File: config.mk
export PLATFORM = sky130hd
export DESIGN_NAME = jtopll_wrsched
export DESIGN_NICKNAME = d
export VERILOG_FILES = /design/src/rtl/jtopll_wrsched.sv
export SDC_FILE = /design/constraint.sdc
export NUM_CORES = 1
export LEC_CHECK = 0
export ABC_AREA = 1
export BUFFER_PORTS_ARGS = -buffer_cell sky130_fd_sc_hd__buf_2
export CAP_MARGIN = 20
export CORE_MARGIN = 5
export CORE_UTILIZATION = 40
export CTS_CLUSTER_DIAMETER = 120
export CTS_CLUSTER_SIZE = 16
export DETAILED_ROUTE_END_ITERATION = 6
export GPL_ROUTABILITY_DRIVEN = 0
export SLEW_MARGIN = 30
export SYNTH_ARGS = -nofsm -noshare
export SYNTH_HDL_FRONTEND = slang
export SYNTH_SLANG_ARGS = --single-unit
File: constraint.sdc
create_clock -name i_clk -period 1.87 [get_ports i_clk]
set_input_delay 0.187 -clock i_clk [delete_from_list [all_inputs] [get_ports i_clk]]
set_output_delay 0.187 -clock i_clk [all_outputs]
set_load 0.005 [all_outputs]
File: src/rtl/jtopll_wrsched.sv
// ---------------------------------------------------------------------------
// jtopll_wrsched
// Host-side register write scheduler placed in front of the OPLL write port.
// Two requesters compete for the chip. Each accepted request becomes an
// address write (o_addr=0) followed by a data write (o_addr=1). The minimum
// chip wait times between writes are enforced, counted in cen ticks.
//
// Parameters
//   ADDR_WAIT  : cen ticks after an address write before the data write (0..127)
//   DATA_WAIT  : cen ticks after a data write before the next transaction (0..127)
//   ADDR_CACHE : 1 = skip the address write when the register is already selected
//
// Ports
//   i_rst        async reset, active high
//   i_clk        clock
//   i_cen        clock enable for the wait counters
//   i_flush      invalidate the selected-register cache
//   i_req0_v     requester 0 valid, held until o_req0_ack
//   i_req0_addr  requester 0 register number
//   i_req0_data  requester 0 register value
//   o_req0_ack   one-cycle pulse, request 0 accepted
//   i_req1_v     requester 1 valid, held until o_req1_ack
//   i_req1_addr  requester 1 register number
//   i_req1_data  requester 1 register value
//   o_req1_ack   one-cycle pulse, request 1 accepted
//   o_write      one-clk write strobe to the OPLL
//   o_addr       0 = address write, 1 = data write
//   o_dout       bus data to the OPLL (held between strobes)
//   o_busy       high whenever the scheduler is not idle
// ---------------------------------------------------------------------------
module jtopll_wrsched #(
  parameter int unsigned ADDR_WAIT  = 12,
  parameter int unsigned DATA_WAIT  = 84,
  parameter bit          ADDR_CACHE = 1'b1
) (
  input  logic       i_rst,
  input  logic       i_clk,
  input  logic       i_cen,
  input  logic       i_flush,
  input  logic       i_req0_v,
  input  logic [7:0] i_req0_addr,
  input  logic [7:0] i_req0_data,
  output logic       o_req0_ack,
  input  logic       i_req1_v,
  input  logic [7:0] i_req1_addr,
  input  logic [7:0] i_req1_data,
  output logic       o_req1_ack,
  output logic       o_write,
  output logic       o_addr,
  output logic [7:0] o_dout,
  output logic       o_busy
);

  localparam logic [6:0] L_AWAIT = 7'(ADDR_WAIT);
  localparam logic [6:0] L_DWAIT = 7'(DATA_WAIT);

  typedef enum logic [2:0] {
    ST_IDLE,
    ST_ADDR,
    ST_AWAIT,
    ST_DATA,
    ST_DWAIT
  } state_t;

  state_t     r_state;
  logic [6:0] r_cnt;
  logic [7:0] r_reg;
  logic [7:0] r_data;
  logic [7:0] r_cache;
  logic       r_cacheValid;
  logic       r_rrLast;
  logic       r_ack0;
  logic       r_ack1;
  logic       r_write;
  logic       r_addr;
  logic [7:0] r_dout;
  logic       r_busy;

  state_t     w_next;
  logic       w_grant;
  logic       w_sel;
  logic [7:0] w_selAddr;
  logic [7:0] w_selData;
  logic       w_hit;
  logic       w_strobe;
  logic       w_strobeAddr;
  logic [7:0] w_strobeDout;

  // Arbitration and next-state decode. Round robin only matters when both
  // requesters are valid; r_rrLast=1 means requester 1 won last time, so
  // requester 0 goes next. A flush in the grant cycle already counts as a
  // miss so the chip is never left with a stale register selection.
  always_comb begin
    w_next       = r_state;
    w_grant      = 1'b0;
    w_sel        = 1'b0;
    w_selAddr    = i_req0_addr;
    w_selData    = i_req0_data;
    w_hit        = 1'b0;
    w_strobe     = 1'b0;
    w_strobeAddr = 1'b0;
    w_strobeDout = r_dout;

    if (i_req0_v && (!i_req1_v || r_rrLast)) begin
      w_sel = 1'b0;
    end else begin
      w_sel = 1'b1;
    end
    if (w_sel) begin
      w_selAddr = i_req1_addr;
      w_selData = i_req1_data;
    end
    w_hit = ADDR_CACHE && r_cacheValid && !i_flush && (r_cache == w_selAddr);

    case (r_state)
      ST_IDLE: begin
        if (i_req0_v || i_req1_v) begin
          w_grant = 1'b1;
          w_next  = w_hit ? ST_DATA : ST_ADDR;
        end
      end
      ST_ADDR:  w_next = ST_AWAIT;
      ST_AWAIT: if (r_cnt == 7'd0) w_next = ST_DATA;
      ST_DATA:  w_next = ST_DWAIT;
      ST_DWAIT: if (r_cnt == 7'd0) w_next = ST_IDLE;
      default:  w_next = ST_IDLE;
    endcase

    // The strobe registers are loaded one cycle ahead so that o_write is
    // high exactly while the FSM sits in ADDR or DATA. Coming straight out
    // of IDLE the payload is not latched yet, so take it from the request.
    if (w_next == ST_ADDR) begin
      w_strobe     = 1'b1;
      w_strobeAddr = 1'b0;
      w_strobeDout = w_selAddr;
    end else if (w_next == ST_DATA) begin
      w_strobe     = 1'b1;
      w_strobeAddr = 1'b1;
      w_strobeDout = (r_state == ST_IDLE) ? w_selData : r_data;
    end
  end

  // State register.
  always_ff @(posedge i_clk or posedge i_rst) begin
    if (i_rst) begin
      r_state <= ST_IDLE;
    end else begin
      r_state <= w_next;
    end
  end

  // Wait counter: loaded on each strobe, then counts down on cen ticks and
  // parks at zero, so it never wraps.
  always_ff @(posedge i_clk or posedge i_rst) begin
    if (i_rst) begin
      r_cnt <= 7'd0;
    end else begin
      case (r_state)
        ST_ADDR: r_cnt <= L_AWAIT;
        ST_DATA: r_cnt <= L_DWAIT;
        ST_AWAIT, ST_DWAIT: begin
          if (i_cen && (r_cnt != 7'd0)) r_cnt <= r_cnt - 7'd1;
        end
        default: r_cnt <= r_cnt;
      endcase
    end
  end

  // Grant bookkeeping: latch the payload, remember the winner for round
  // robin and raise the matching ack for one cycle.
  always_ff @(posedge i_clk or posedge i_rst) begin
    if (i_rst) begin
      r_reg    <= 8'd0;
      r_data   <= 8'd0;
      r_rrLast <= 1'b1;
      r_ack0   <= 1'b0;
      r_ack1   <= 1'b0;
    end else begin
      r_ack0 <= w_grant && !w_sel;
      r_ack1 <= w_grant && w_sel;
      if (w_grant) begin
        r_reg    <= w_selAddr;
        r_data   <= w_selData;
        r_rrLast <= w_sel;
      end
    end
  end

  // Selected-register cache. The address write makes it valid; a flush in
  // the very same cycle takes priority so an external write is not masked.
  always_ff @(posedge i_clk or posedge i_rst) begin
    if (i_rst) begin
      r_cache      <= 8'd0;
      r_cacheValid <= 1'b0;
    end else begin
      if (r_state == ST_ADDR) r_cache <= r_reg;
      if (i_flush) begin
        r_cacheValid <= 1'b0;
      end else if (r_state == ST_ADDR) begin
        r_cacheValid <= 1'b1;
      end
    end
  end

  // Registered bus outputs. o_addr and o_dout only change on a strobe so
  // the bus holds its last value between writes.
  always_ff @(posedge i_clk or posedge i_rst) begin
    if (i_rst) begin
      r_write <= 1'b0;
      r_addr  <= 1'b0;
      r_dout  <= 8'd0;
      r_busy  <= 1'b0;
    end else begin
      r_write <= w_strobe;
      r_busy  <= (w_next != ST_IDLE);
      if (w_strobe) begin
        r_addr <= w_strobeAddr;
        r_dout <= w_strobeDout;
      end
    end
  end

  assign o_req0_ack = r_ack0;
  assign o_req1_ack = r_ack1;
  assign o_write    = r_write;
  assign o_addr     = r_addr;
  assign o_dout     = r_dout;
  assign o_busy     = r_busy;

endmodule

**Word level (Yosys, flattened, before mapping)**

Cells that the tools add are included.

- Register bits: 49
- Input bits: 38
- Output and inout bits: 13
- Logic and storage cells: 62

- $add $sub $neg: 1
- Equal/unequal tests: 8
- Mux-type cells: 20
- Reductions and logical operators: 20

Operators with widths:

| kind | count |
|---|---|
| $mux 8 | 5 |
| $pmux 7 s3 | 1 |
| $pmux 3 s5 | 1 |
| $eq 3x2->1 const B | 3 |
| $mux 3 | 3 |
| $eq 8x8->1 | 1 |
| $mux 1 | 8 |
| $logic_not 7->1 | 1 |
| $mux 7 | 1 |
| $reduce_bool 7->1 | 1 |
| $sub 7x1->7 const B | 1 |
| $eq 3x1->1 const B | 2 |
| $logic_and 1x1->1 | 6 |
| $reduce_bool 3->1 | 2 |
| $reduce_and 2->1 | 2 |
| $reduce_bool 2->1 | 2 |
| $eq 3x3->1 const B | 1 |
| $logic_not 3->1 | 1 |
| $logic_not 1->1 | 2 |
| $logic_or 1x1->1 | 2 |
| $mux 2 | 1 |
| $ne 2x2->1 const B | 1 |
| $reduce_or 2->1 | 1 |

**Longest topological paths before layout**

Gate-level depths: netlist (run 1).

- Word-level depth: 13
- Mapped depth: 17
- Mapped depth without buffers: 17

**Least setup slack after synthesis (run 1)**

OpenSTA, ideal clock, no wires.

- Path type: register to register
- From: register r_rrLast
- To: register r_dout[2] (netlist: o_dout[2])
- Setup time: 0.116 ns
- Arrival: 1.686 ns
- Data required time: 1.754 ns
- Setup slack: 0.067 ns
- Cell stages (with the launch flop): 16
- Buffers on the path: 2
- Period minus slack after synthesis: 1.803 ns
- Path through: dfstp_2 > inv_2 > nand2_4 > nand2_4 > buf_6 > o21ai_1 > nand2_1 > nand3_1 > nor2_1 > nand2_1 > nand2_4 > nand2_2 > buf_6 > nand3_1 > nand2_1 > nand2_1

- Word-level cells in the longest chain between the ends: 12
- Elaborated cells between the ends (all ways): 18
- Classes of those cells: 3 x eq/ne; 10 x mux; 5 x reduce/logical

Ends and longest elaborated chain:

| element | line | text |
|---|---|---|
| from (decl) | 71 | `logic r_rrLast;` |
| from (signal assigned) | 184 | `r_rrLast <= w_sel;` |
| $logic_or 1x1->1 * | 104 | `if (i_req0_v && (!i_req1_v \|\| r_rrLast)) begin` |
| $logic_and 1x1->1 * | 104 |  |
| $mux 8 | 109 | `if (w_sel) begin` |
| $eq 8x8->1 | 113 | `w_hit = ADDR_CACHE && r_cacheValid && !i_flush && (r_cache == w_selAddr);` |
| $logic_and 1x1->1 | 113 |  |
| $mux 2 | 119 | `w_next = w_hit ? ST_DATA : ST_ADDR;` |
| $mux 3 | 117 | `if (i_req0_v \|\| i_req1_v) begin` |
| $pmux 3 s5 | 115 | `case (r_state)` |
| $eq 3x2->1 | 136 | `end else if (w_next == ST_DATA) begin` |
| $mux 1 | 136 |  |
| $mux 1 | 132 | `if (w_next == ST_ADDR) begin` |
| $reduce_and 2->1 (no line) | -- |  |
| to (signal assigned) | 218 | `r_dout <= w_strobeDout;` |
| to (decl) | 76 | `logic [7:0] r_dout;` |

Every way passes the cells marked *; elsewhere a longest branch is shown, timed or not. The select of a mux whose other input is x is not followed.
A chain may end at the register's enable or synchronous reset.

**Worst setup path in the final report (run 1)**

- From: register r_rrLast
- To: register r_dout[3] (netlist: o_dout[3])

Same word-level chain as after synthesis.

==> impl_metrics.json, run 1 <==
{
  "layout-drive-gt1-share_pct": 30.4,
  "root_buffer": "clkbuf_8",
  "drc": 0,
  "fin_crit_ns": 2.00,
  "cp_top_family": "simple AND/OR/NAND/NOR gates",
  "wire_per_inst_um": 13.0,
  "h-tree-depth": 2,
  "setup_viol": 10,
  "max_freq_mhz": 499,
  "r2r_setup_slack_ns": -0.13,
  "initial_utilization_pct": 40.9,
  "status": "complete, but fails checks",
  "ys.flop_type": "dfrtp_1",
  "io_buffer_count": 50,
  "clkLatencyLatePin_ns": 0.30,
  "cts_sinks": 49,
  "async_flop_share_pct": 100,
  "relSlewSlack_pct": 47.8,
  "synth_area_leaders": "dfrtp_1 (46%), nand2_1 (16%), o21ai_0 (7.5%)",
  "grt.overflow.total": 0,
  "row_count": 29,
  "grt_pass1_wl_um": 10900,
  "synth_edf_count": 0,
  "track_usage_pct": 15.9,
  "cts.clk_slew.worst_paths_ns": 0.09,
  "crit_chain": "inv_2 -> nand2_4 -> buf_6 -> buf_4 -> nand3_1 -> nand3_1 -> nand4_1 -> nor2_1 -> nand2_1 -> nand2_4 -> buf_12 -> nand3_4 -> nand3_2 -> nand2_1",
  "worstPathRequired_ns": 2.06,
  "chipHeight_um": 90.6,
  "synth_seq_area_share_pct": 47.3,
  "dr.pass1.iters": 7,
  "core_area_mm2": 0.00635,
  "synth.top_cell.area_share_pct": 46.3,
  "grt_pass1_vias": 2420,
  "p_leak_nw": 1.84,
  "multi_input_area_mm2": 0.00127,
  "report.final.slew_viol_count": 0,
  "diodes": 0,
  "initialDrtViolationCount": 107,
  "hp-class": "primary input to flop",
  "grt_start_max_net_pins": 27,
  "syn_area_mm2": 0.00260,
  "power_density_mw_per_mm2": 1610,
  "vdd_drop_max_mv": 0.778,
  "critPathKind": "flop to flop",
  "final_nets": 472,
  "fin_util_pct": 54.1,
  "period_share_pct": 107,
  "dp_cells": 491,
  "yosys_warnings": 0,
  "io_pins": 51,
  "vias": 2458,
  "cts_made_buffers": 5,
  "worstSetupStartpointType": "flop",
  "end_kind": "flop",
  "area_growth_pct": 32.2,
  "syn_nets": 391,
  "ant_nets": 0,
  "synth_most_common_cell": "nand2_1",
  "fp.dieW_um": 90.6,
  "arrival_ns": 2.20,
  "max-clock-path-buffers": 2,
  "synthTopCellsByCount": "nand2_1 (114), inv_1 (52), dfrtp_1 (48)",
  "worst_slack_ns": -0.135,
  "place_hpwl_um": 4690,
  "crit_path_max_incr_delay_ns": 0.54,
  "crit_buf_inv": 4,
  "ys_types": 31,
  "ys_ff_latch": 49,
  "num-fill-cells": 600,
  "rsz0062_at_grt": "yes",
  "worst_slew_pin_slew_ns": 0.783,
  "syn-instance-count": 352,
  "register_area_mm2": 0.00123,
  "critPathSlowestCell": "dfstp_2",
  "antenna_found_initial": 0,
  "drv_cap": 0,
  "clock_skew_ns": 0.00739,
  "avgSynthCellArea_um2": 7.38,
  "violations": "negative setup slack",
  "stdcell_count": 511,
  "drt-total-wl_um": 6650,
  "tritoncts": "built",
  "critPathMaxFanout": 5,
  "yosysTopAreaCell": "dfrtp_1",
  "die_area_mm2": 0.00820,
  "hold_viol": 0,
  "via_per_inst": 4.81
}
[final timing paths]
path | from | end | cells past startpoint
min in group asynchronous | i_rst | r_cache[1] | 3
max | r_rrLast | o_dout[3] | 14
min reg2reg | o_dout[4] | o_dout[4] | 2
max reg2reg | r_rrLast | o_dout[3] | 14
min | i_flush | r_cacheValid | 2
max in group asynchronous | i_rst | r_state[1] | 4
[kinds of logic (layout without fill, tap and decap cells)]
| kind of cell | after synthesis | in the layout | share of synthesized area [%] |
|---|---|---|---|
| buffers and inverters | 65 | 146 | 10.2 |
| DFF | 49 | 49 | 47.3 |
| AOI/OAI and AO/OA | 55 | 55 | 11.4 |
| adders and majority gates | 1 | 1 | 0.482 |
| muxes | 2 | 2 | 0.771 |
| xor gates and xnor gates | 1 | 1 | 0.337 |
| and+or+nand+nor | 179 | 180 | 29.5 |
[cells in the final DEF, fill, tap and decap left out, drive strengths merged]
master,instances
nand2,122
buf,82
inv,53
dfrtp,48
o21ai,42
nand3,31
nor2,19
clkbuf,8
a21oi,7
nor3,3
clkinvlp,2
mux2i,2
o211ai,2
nand3b,2
a31oi,2
nand4,1
a21o,1
nor4,1
xnor2,1
o31ai,1
or2,1
ha,1
dlygate4sd3,1
dfstp,1
[where the power goes]
part / leakage (nW) / internal [W] / switching, W
clock: 0.0395 / 0.000267 / 0.000343
sequential: 0.607 / 0.00157 / 0.000268
combinational: 1.19 / 0.00126 / 0.00182
[routing by layer]
| metal | vias to the layer above | wire length [µm] | global-route usage [%] |
|---|---|---|---|
| li1 | 1267 | - | - |
| met3 | 6 | 199 | 2.92 |
| met2 | 45 | 3180 | 26.3 |
| met1 | 1140 | 3200 | 20.8 |
| met4 | 0 | 70 | 5.21 |
| met5 | - | 0 | 0 |
[per-stage QoR]
| step | setup TNS, ns | cell area, µm² | total power, W | setup slack [ns] | hold slack, ns |
|---|---|---|---|---|---|
| after floorplan | 0 | 2600 | 0.00353 | 0.0671 | 0.250 |
| after global placement | -0.0884 | 3080 | 0.00434 | -0.0306 | 0.278 |
| after detailed placement | -0.439 | 3080 | 0.00438 | -0.0887 | 0.278 |
| after CTS | -0.489 | 3220 | 0.00506 | -0.0763 | 0.0325 |
| after global routing | -2.32 | 3430 | 0.00603 | -0.255 | 0.0458 |
| final | -1.10 | 3430 | 0.00552 | -0.135 | 0.0374 |
[cell type report]
| class | count | area share, % |
|---|---|---|
| Timing Repair inverter | 1 | 0.219 |
| Tap cell | 77 | 2.81 |
| Multi-Input combinational cell | 239 | 37.1 |
| Timing Repair Buffer | 83 | 15.7 |
| Sequential cell | 49 | 35.8 |
| Clock buffer | 8 | 2.33 |
| Inverter | 54 | 6.01 |
[timing repair]
action | CTS | global route
hold endpoints to repair | 22 | 0
setup buffers | 0 | 9
pin swaps | 9 | 18
resized for setup | 11 | 30
setup endpoints to repair | 10 | 30
hold buffers | 1 | 0
cloned | 0 | 2
Power figures use the tool's default switching activity.
==> inputs of run 2 (changes only) <==
--- a/config.mk
+++ b/config.mk
@@ -14,6 +14,7 @@
 export CTS_CLUSTER_SIZE = 16
 export DETAILED_ROUTE_END_ITERATION = 6
 export GPL_ROUTABILITY_DRIVEN = 0
+export RECOVER_POWER = 25
 export SLEW_MARGIN = 30
 export SYNTH_ARGS = -nofsm -noshare
 export SYNTH_HDL_FRONTEND = slang
==> run 2 against run 1 <==
Effect of this change:
- the run still ends with negative setup slack left
- highest routed layer unchanged
- fmax barely moved
- hold slack unchanged
- total power is essentially flat
- die area unchanged
- clock power is essentially flat
- count of clock-buffer cells in the layout stayed put
==> impl_metrics.json, run 2 (same netlist as run 1, synthesis figures left out) <==
{
  "status": "complete, but fails checks",
  "violations": "negative setup slack",
  "final_nets": 472,
  "end_kind": "flop",
  "fin_crit_ns": 2.00,
  "cts.clk_slew.worst_paths_ns": 0.09,
  "ant_nets": 0,
  "vias": 2456,
  "grt.overflow.total": 0,
  "place_hpwl_um": 4690,
  "initialDrtViolationCount": 106,
  "row_count": 29,
  "hold_viol": 0,
  "vdd_drop_max_mv": 0.768,
  "dr.pass1.iters": 7,
  "clkLatencyLatePin_ns": 0.30,
  "fin_util_pct": 54.0,
  "worst_slack_ns": -0.135,
  "mostFrequentLayoutCell": "nand2_1",
  "dp_cells": 491,
  "grt_pass1_wl_um": 10900,
  "final_cell_mix": "nand2_1 (106), inv_1 (50), buf_2 (48), dfrtp_1 (48), o21ai_0 (39)",
  "met1_usage_pct": 20.8,
  "stdcell_count": 511,
  "critPathKind": "flop to flop",
  "initial_utilization_pct": 40.9,
  "worstPathRequired_ns": 2.06,
  "diodes": 0,
  "drv_cap": 0,
  "max_freq_mhz": 499,
  "clock_skew_ns": 0.00740,
  "wire_per_inst_um": 13.0,
  "power_density_mw_per_mm2": 1610,
  "period_share_pct": 107,
  "worstSetupStartpointType": "flop",
  "tns_ns": -1.10,
  "arrival_ns": 2.20,
  "cts_sinks": 49,
  "met3_usage_pct": 2.92,
  "die_area_mm2": 0.00820,
  "p_leak_nw": 1.83,
  "drt-total-wl_um": 6650,
  "fp.dieW_um": 90.6,
  "report.final.slew_viol_count": 0,
  "worst_slew_pin_slew_ns": 1.00,
  "drc": 0,
  "register_area_mm2": 0.00123,
  "r2r_setup_slack_ns": -0.13,
  "grt_util_met2_pct": 26.3,
  "top_usage_layer": "met2",
  "setup_viol": 10,
  "tritoncts": "built",
  "rsz0062_at_grt": "yes",
  "antenna_found_initial": 0,
  "chipHeight_um": 90.6,
  "max-clock-path-buffers": 2,
  "hp-class": "primary input to flop",
  "io_pins": 51,
  "crit_buf_inv": 4,
  "io_buffer_count": 50,
  "critPathMaxFanout": 5,
  "root_buffer": "clkbuf_8",
  "crit_path_max_incr_delay_ns": 0.54,
  "core_area_mm2": 0.00635,
  "num-fill-cells": 602,
  "cts_made_buffers": 5,
  "crit_chain": "inv_2 -> nand2_4 -> buf_6 -> buf_4 -> nand3_1 -> nand3_1 -> nand4_1 -> nor2_1 -> nand2_1 -> nand2_4 -> buf_12 -> nand3_4 -> nand3_2 -> nand2_1",
  "cp_top_family": "simple AND/OR/NAND/NOR gates",
  "multi_input_area_mm2": 0.00127,
  "relSlewSlack_pct": 33.1,
  "grt_start_max_net_pins": 27,
  "via_per_inst": 4.81,
  "layout-drive-gt1-share_pct": 29.7,
  "h-tree-depth": 2,
  "critPathSlowestCell": "dfstp_2",
  "track_usage_pct": 15.9,
  "grt_pass1_vias": 2420,
  "area_growth_pct": 32.1
}
==> run 2: cell types whose count changed in the layout (fill, tap and decap cells not counted), sizes merged <==
cell	previous run	this run
clkbuf	8	10
buf	82	80
==> run 2: worst paths after layout <==
path	startpoint	end	cells after the start
worst max-delay path	r_rrLast	o_dout[3]	14
worst min-delay path	i_flush	r_cacheValid	2
worst max register to register	r_rrLast	o_dout[3]	14
worst min register to register	o_dout[4]	o_dout[4]	2
max in group asynchronous	i_rst	r_state[1]	4
min in group asynchronous	i_rst	r_cache[1]	3
==> run 2: metal layers <==
| layer | vias up | share of wire, % | routed length [µm] |
|---|---|---|---|
| li1 | 1267 | - | - |
| met1 | 1142 | 48 | 3210 |
| met2 | 41 | 48 | 3180 |
| met3 | 6 | 2.9 | 191 |
| met4 | 0 | 1.1 | 70 |
| met5 | - | 0 | 0 |
==> run 2: metrics by stage <==
| step | area, µm² | power, W | worst slack [ns] | hold slack (ns) |
|---|---|---|---|---|
| 6_report | 3430 | 0.00552 | -0.135 | 0.0374 |
| 4_1_cts | 3220 | 0.00506 | -0.0763 | 0.0325 |
| 5_1_grt | 3430 | 0.00602 | -0.255 | 0.0458 |
| 3_5_place_dp | 3080 | 0.00438 | -0.0887 | 0.278 |
| 3_3_place_gp | 3080 | 0.00434 | -0.0306 | 0.278 |
| 2_1_floorplan | 2600 | 0.00353 | 0.0671 | 0.250 |
==> run 2: cell type report <==
type | count | area share [%]
flip-flops and latches | 49 | 35.8
repair inverters | 1 | 0.219
multi-input cells | 239 | 37.2
clock buffers | 8 | 2.33
repair buffers | 83 | 15.7
well taps | 77 | 2.81
inverters | 54 | 6.02
==> run 2: what timing repair did <==
item,4_1_cts,5_1_grt
setup buffers,0,9
endpoints found under the setup margin,10,30
resized for setup,11,30
endpoints found under the hold margin,22,0
hold buffers,1,0
pin swaps,9,18
gates cloned,0,2
==> run 2: power breakdown <==
group	switching [W]	total [W]	internal (W)
Sequential	0.000268	0.00183	0.00157
Combinational	0.00182	0.00308	0.00126
Clock	0.000343	0.000609	0.000267
==> run 2: worst register-to-register path: cells and delay by family, from the launching register on <==
family	cells	cell delay [ns]
and+or+nand+nor	10	0.92
buffers and inverters	4	0.41
DFF	1	0.54
